### src/rtl/banner_scroll_ctrl.sv
// rtl/banner_scroll_ctrl.sv - step/pause sequencer driving the scrolling banner's enable and dir
// Sweeps STEPS positions left, pauses, sweeps right, pauses, repeats until stop.
module banner_scroll_ctrl #(
    parameter int CNT_W       = 16,
    parameter int TICK_DIV    = 4,
    parameter int STEPS       = 10,
    parameter int PAUSE_TICKS = 2
) (
    input  logic clk,
    input  logic reset,
    input  logic start,
    input  logic stop,
    output logic enable,
    output logic dir,
    output logic busy,
    output logic sweep_done
);

    localparam logic [2:0] S_IDLE    = 3'd0;
    localparam logic [2:0] S_LEFT    = 3'd1;
    localparam logic [2:0] S_PAUSE_L = 3'd2;
    localparam logic [2:0] S_RIGHT   = 3'd3;
    localparam logic [2:0] S_PAUSE_R = 3'd4;

    localparam logic [CNT_W-1:0] TICK_LAST  = CNT_W'(TICK_DIV - 1);
    localparam logic [CNT_W-1:0] STEP_LAST  = CNT_W'(STEPS - 1);
    localparam logic [CNT_W-1:0] PAUSE_LAST = CNT_W'((PAUSE_TICKS > 0) ? PAUSE_TICKS - 1 : 0);

    if (TICK_DIV < 1 || longint'(TICK_DIV) >= (longint'(1) << CNT_W)) begin : g_bad_tick_div
        $error("TICK_DIV out of range");
    end
    if (STEPS < 1 || longint'(STEPS) >= (longint'(1) << CNT_W)) begin : g_bad_steps
        $error("STEPS out of range");
    end
    if (PAUSE_TICKS < 0 || longint'(PAUSE_TICKS) >= (longint'(1) << CNT_W)) begin : g_bad_pause
        $error("PAUSE_TICKS out of range");
    end

    logic [2:0]       state;
    logic [CNT_W-1:0] prescaler;
    logic [CNT_W-1:0] step_cnt;
    logic [CNT_W-1:0] pause_cnt;
    logic             turn;
    logic             tick;

    assign tick = (prescaler == TICK_LAST);

    always_ff @(posedge clk) begin
        if (reset) begin
            state      <= S_IDLE;
            prescaler  <= '0;
            step_cnt   <= '0;
            pause_cnt  <= '0;
            turn       <= 1'b0;
            enable     <= 1'b0;
            dir        <= 1'b1;
            busy       <= 1'b0;
            sweep_done <= 1'b0;
        end else begin
            enable     <= 1'b0;
            sweep_done <= 1'b0;
            if (state == S_IDLE) begin
                prescaler <= '0;
                step_cnt  <= '0;
                pause_cnt <= '0;
                turn      <= 1'b0;
                if (start && !stop) begin
                    state <= S_LEFT;
                    dir   <= 1'b1;
                    busy  <= 1'b1;
                end
            end else if (stop) begin
                state     <= S_IDLE;
                busy      <= 1'b0;
                prescaler <= '0;
                step_cnt  <= '0;
                pause_cnt <= '0;
                turn      <= 1'b0;
            end else if (turn) begin
                // Direct turnaround: flip dir one cycle after the last enable, then start a full period.
                turn      <= 1'b0;
                dir       <= (state == S_LEFT);
                prescaler <= '0;
            end else begin
                prescaler <= tick ? '0 : prescaler + 1'b1;
                case (state)
                    S_LEFT, S_RIGHT: begin
                        if (tick) begin
                            enable <= 1'b1;
                            if (step_cnt == STEP_LAST) begin
                                sweep_done <= 1'b1;
                                step_cnt   <= '0;
                                if (PAUSE_TICKS == 0) begin
                                    state <= (state == S_LEFT) ? S_RIGHT : S_LEFT;
                                    turn  <= 1'b1;
                                end else begin
                                    state <= (state == S_LEFT) ? S_PAUSE_L : S_PAUSE_R;
                                end
                            end else begin
                                step_cnt <= step_cnt + 1'b1;
                            end
                        end
                    end
                    S_PAUSE_L, S_PAUSE_R: begin
                        if (tick) begin
                            if (pause_cnt == PAUSE_LAST) begin
                                pause_cnt <= '0;
                                state     <= (state == S_PAUSE_L) ? S_RIGHT : S_LEFT;
                                dir       <= (state == S_PAUSE_R);
                            end else begin
                                pause_cnt <= pause_cnt + 1'b1;
                            end
                        end
                    end
                    default: begin
                        state <= S_IDLE;
                        busy  <= 1'b0;
                    end
                endcase
            end
        end
    end

endmodule

### config.mk
export PLATFORM = sky130hd
export DESIGN_NAME = banner_scroll_ctrl
export DESIGN_NICKNAME = d
export VERILOG_FILES = /design/src/rtl/banner_scroll_ctrl.sv
export SDC_FILE = /design/constraint.sdc
export NUM_CORES = 1
export LEC_CHECK = 0
export BUFFER_PORTS_ARGS = -buffer_cell sky130_fd_sc_hd__buf_2
export CAP_MARGIN = 20
export CELL_PAD_IN_SITES_DETAIL_PLACEMENT = 1
export CELL_PAD_IN_SITES_GLOBAL_PLACEMENT = 2
export CORE_UTILIZATION = 34
export DETAILED_ROUTE_END_ITERATION = 7
export HOLD_SLACK_MARGIN = 0.08
export PLACE_DENSITY = 0.71
export SLEW_MARGIN = 0
export SYNTH_ARGS = -nofsm -noshare
export SYNTH_HDL_FRONTEND = slang
export SYNTH_SLANG_ARGS = --single-unit
### constraint.sdc
create_clock -name clk -period 1.8 [get_ports clk]
set_input_delay 0.18 -clock clk [delete_from_list [all_inputs] [get_ports clk]]
set_output_delay 0.18 -clock clk [all_outputs]
set_load 0.02 [all_outputs]
==> flow_summary.yaml <==
outcome:
  status: "finished, final reports clean"
sta:
  worst_pin_slew_ns: 0.521
  drv_slew: 0
  clock-skew-final_ns: 0.00987
  hold_viol: 0
  finalWorstSetupSlack_ns: 0.0145
  min_period_ns: 1.79
  rsz0062_at_grt: "yes"
  fmax_mhz: 560
  finalSetupViolations: 0
  relSlewSlack_pct: 65.0
  timing.final.crit_share_pct: 99.2
clock_network:
  cts_sinks: 55
  holdBufCountCts: 0
  cts-root-buf: "clkbuf_8"
  clock_path_buffers: 2
  cts_tree: "built"
  clkTransAtPathRegs_ns: 0.10
  clock_latency_ns: 0.31
  cts-buffers-inserted: 5
  htree_num_levels: 2
route:
  firstDrtPassIters: 4
  wl_per_cell_um: 14.5
  drc: 0
  num_vias: 2376
  totalWireLength_um: 6890
  dr.first_iter.drc_count: 49
  routed_via_density: 4.98
  detail-route-antenna-nets: 0
critical_path:
  r2r_cells: 6
  ff2ff_setup_slack_ns: 0.01
  cpPeakStageDelay_ns: 0.38
  crit_arrival_ns: 2.03
  crit_fanout: 4
  crit_chain: "ha_4, nor4b_4, and4_4, nand4_1, or3_1, a21oi_1"
  critPathCaptureType: "flip-flop"
  slowest_stage: "or3_1"
  startpoint: "prescaler[1]$_SDFF_PP0_"
  rr_startpoint: "prescaler[1]$_SDFF_PP0_"
  crit_cells: 6
  worst_setup_path_start_kind: "flip-flop"
  path_buf_inv: 0
  critical_path_class: "reg2reg"
  cp_data_required_time_ns: 2.04
  r2r-end: "pause_cnt[12]$_SDFFE_PP0P_"
  path_delay_family: "simple AND/OR/NAND/NOR gates"
finish:
  final_cell_mix: "55 x buf_4, 54 x nor2_1, 51 x dfxtp_1"
  drive_gt1_share_pct: 28.3
  final_nets: 383
  final_cells: 477
  final_common_cell: "buf_4"
  n_fill_cell: 931
  syn_to_final_growth_pct: 30.7
  antennaDiodeCount: 0
worst_hold_path:
  worstHoldStart: "start"
  hold_path_end: "busy$_SDFFE_PP0P_"
  hp-class: "in2reg"
  min_path_cells: 3
logic_synthesis:
  syn_area_mm2: 0.00268
  syn_nets: 322
  synthCells: 313
  ys_seq_area_share_pct: 41.0
  yosys.cell_types.count: 37
  ys_warn_count: 0
  syn_avg_cell_area_um2: 8.57
  ys_ff_latch: 55
global_routing:
  grt_pass1_wl_um: 11600
  grt_max_degree: 21
  grt_use_total_pct: 17.3
  grtUsageMet2_pct: 30.4
  grt_antenna_before_repair: 0
  use_met3_pct: 2.78
  grt_overflow: 0
  grt_use_met1_pct: 22.4
  grt_pass1_vias: 2462
  grt-busiest-layer: "met2"
power:
  p_per_area_mw_per_mm2: 578
  leakage_uw: 0.00120
  p_comb_share_pct: 3.4
  power_switching_uw: 467
  p_clk_share_pct: 36.2
  power.internal_uw: 1560
  peakVddDrop_uv: 432
  p_seq_share_pct: 60.4
  swShare_pct: 23.0
placed_design:
  pre_cts_ws_ns: -0.206
  dp_hpwl_um: 4940
  place_congestion: 0.784
  placed_cells: 461
  port-buffer-count: 7
floorplan:
  core_area_mm2: 0.00769
  start_util_pct: 34.9
  ios: 8
  die_y_um: 90.8
  row_count: 32
  fp.dieW_um: 90.8
  die_area_mm2: 0.00825
run:
  cap_viol_max_count: 0
repair_timing:
action                                  in CTS  in global routing
endpoints found under the setup margin      35                 35
gates resized for setup                     17                 13
pin swaps                                    7                  6
buffers inserted                             3                  5
cell families after synthesis:
group,share of synthesized area (%)
AND/OR/NAND/NOR,33.7
flip-flops,41.0
buffers and inverters,4.15
XOR/XNOR,14.0
AO/OA/AOI/OAI,4.01
adder cells (fa/ha/maj),3.08
flip-flops by register name (all words and copies together) (netlist names):
register    count
sweep_done      1
dir             1
pause_cnt      16
enable          1
busy            1
prescaler      16
state           3
step_cnt       16
cell usage after synthesis:
cell type	instances	area [µm²]
dfxtp_1	55	1100
nor2_1	54	203
nand2_1	24	90.1
xnor2_1	24	210
nand3_1	22	110
xor2_1	19	166
nor3_1	15	75.1
nor4_1	12	75.1
nand4_1	11	68.8
a21oi_1	8	40.0
and4_1	8	70.1
and3_1	7	43.8
inv_1	6	22.5
buf_2	5	25.0
ha_1	5	62.6
nor4_2	4	50.1
or3_1	4	25.0
buf_4	3	22.5
buf_6	3	33.8
nor4b_1	3	26.3
o21ai_0	3	15.0
clkbuf_1	2	7.51
maj3_1	2	20.0
a2111oi_0	1	8.76
a211oi_1	1	7.51
a211oi_2	1	12.5
a21o_1	1	7.51
and2_1	1	6.26
and2b_1	1	7.51
nor2_2	1	6.26
nor4b_2	1	15.0
o31a_1	1	8.76
o31ai_1	1	7.51
or2_1	1	6.26
or2_2	1	6.26
or4_1	1	7.51
or4_4	1	11.3
worst register-to-register path, cell delays in order, from the launching register on:
cell,delay [ns]
dfxtp_2,0.37
ha_4,0.14
nor4b_4,0.20
and4_4,0.30
nand4_1,0.21
or3_1,0.38
a21oi_1,0.14
routing by layer:
metal  vias to the layer above  share of wire (%)
met5                         -                  0
li1                       1208                  -
met2                         8                 49
met4                         0               0.61
met3                         4                1.4
met1                      1156                 49
power groups by stage:
stage | clock [µW] | sequential [µW] | combinational, µW
6_report | 734 | 1230 | 69.0
5_1_grt | 811 | 1230 | 75.6
4_1_cts | 768 | 1230 | 64.9
3_5_place_dp | 0 | 1250 | 60.4
3_3_place_gp | 0 | 1250 | 59.4
2_1_floorplan | 0 | 1250 | 32.1
metrics by stage:
| stage | cell area, µm² | util (%) | setup TNS (ns) | power, µW | hold WS [ns] |
|---|---|---|---|---|---|
| floorplan | 2700 | - | 0 | 1280 | 0.249 |
| global placement | 3200 | 41.6 | -0.131 | 1310 | 0.455 |
| detailed placement | 3200 | 41.6 | -1.30 | 1310 | 0.458 |
| CTS | 3390 | 44.2 | -0.0217 | 2060 | 0.137 |
| global route | 3510 | 45.6 | -2.01 | 2110 | 0.147 |
| finish | 3510 | 45.6 | 0 | 2030 | 0.149 |
worst max-delay path by stage:
| stage | endpoint | slack (ns) |
|---|---|---|
| 2_1_floorplan | dir$_SDFFE_PP1P_ | 0.01 |
| 3_3_place_gp | dir$_SDFFE_PP1P_ | -0.05 |
| 3_5_place_dp | state[0]$_SDFFE_PP0P_ | -0.21 |
| 4_1_cts | pause_cnt[12]$_SDFFE_PP0P_ | -0.02 |
| 5_1_grt | pause_cnt[8]$_SDFFE_PP0P_ | -0.11 |
| 6_report | pause_cnt[12]$_SDFFE_PP0P_ | 0.01 |
cell type report:
class | instances | area [µm²] | area share, %
inverter | 6 | 22.5 | 0.642
clock buffer | 6 | 82.6 | 2.35
tap | 102 | 128 | 3.64
clock inverter | 2 | 16.3 | 0.464
sequential | 55 | 1110 | 31.5
timing repair buffer | 67 | 531 | 15.1
multi-input combinational | 239 | 1620 | 46.2
Note: power is estimated with default switching activity, not from simulation.
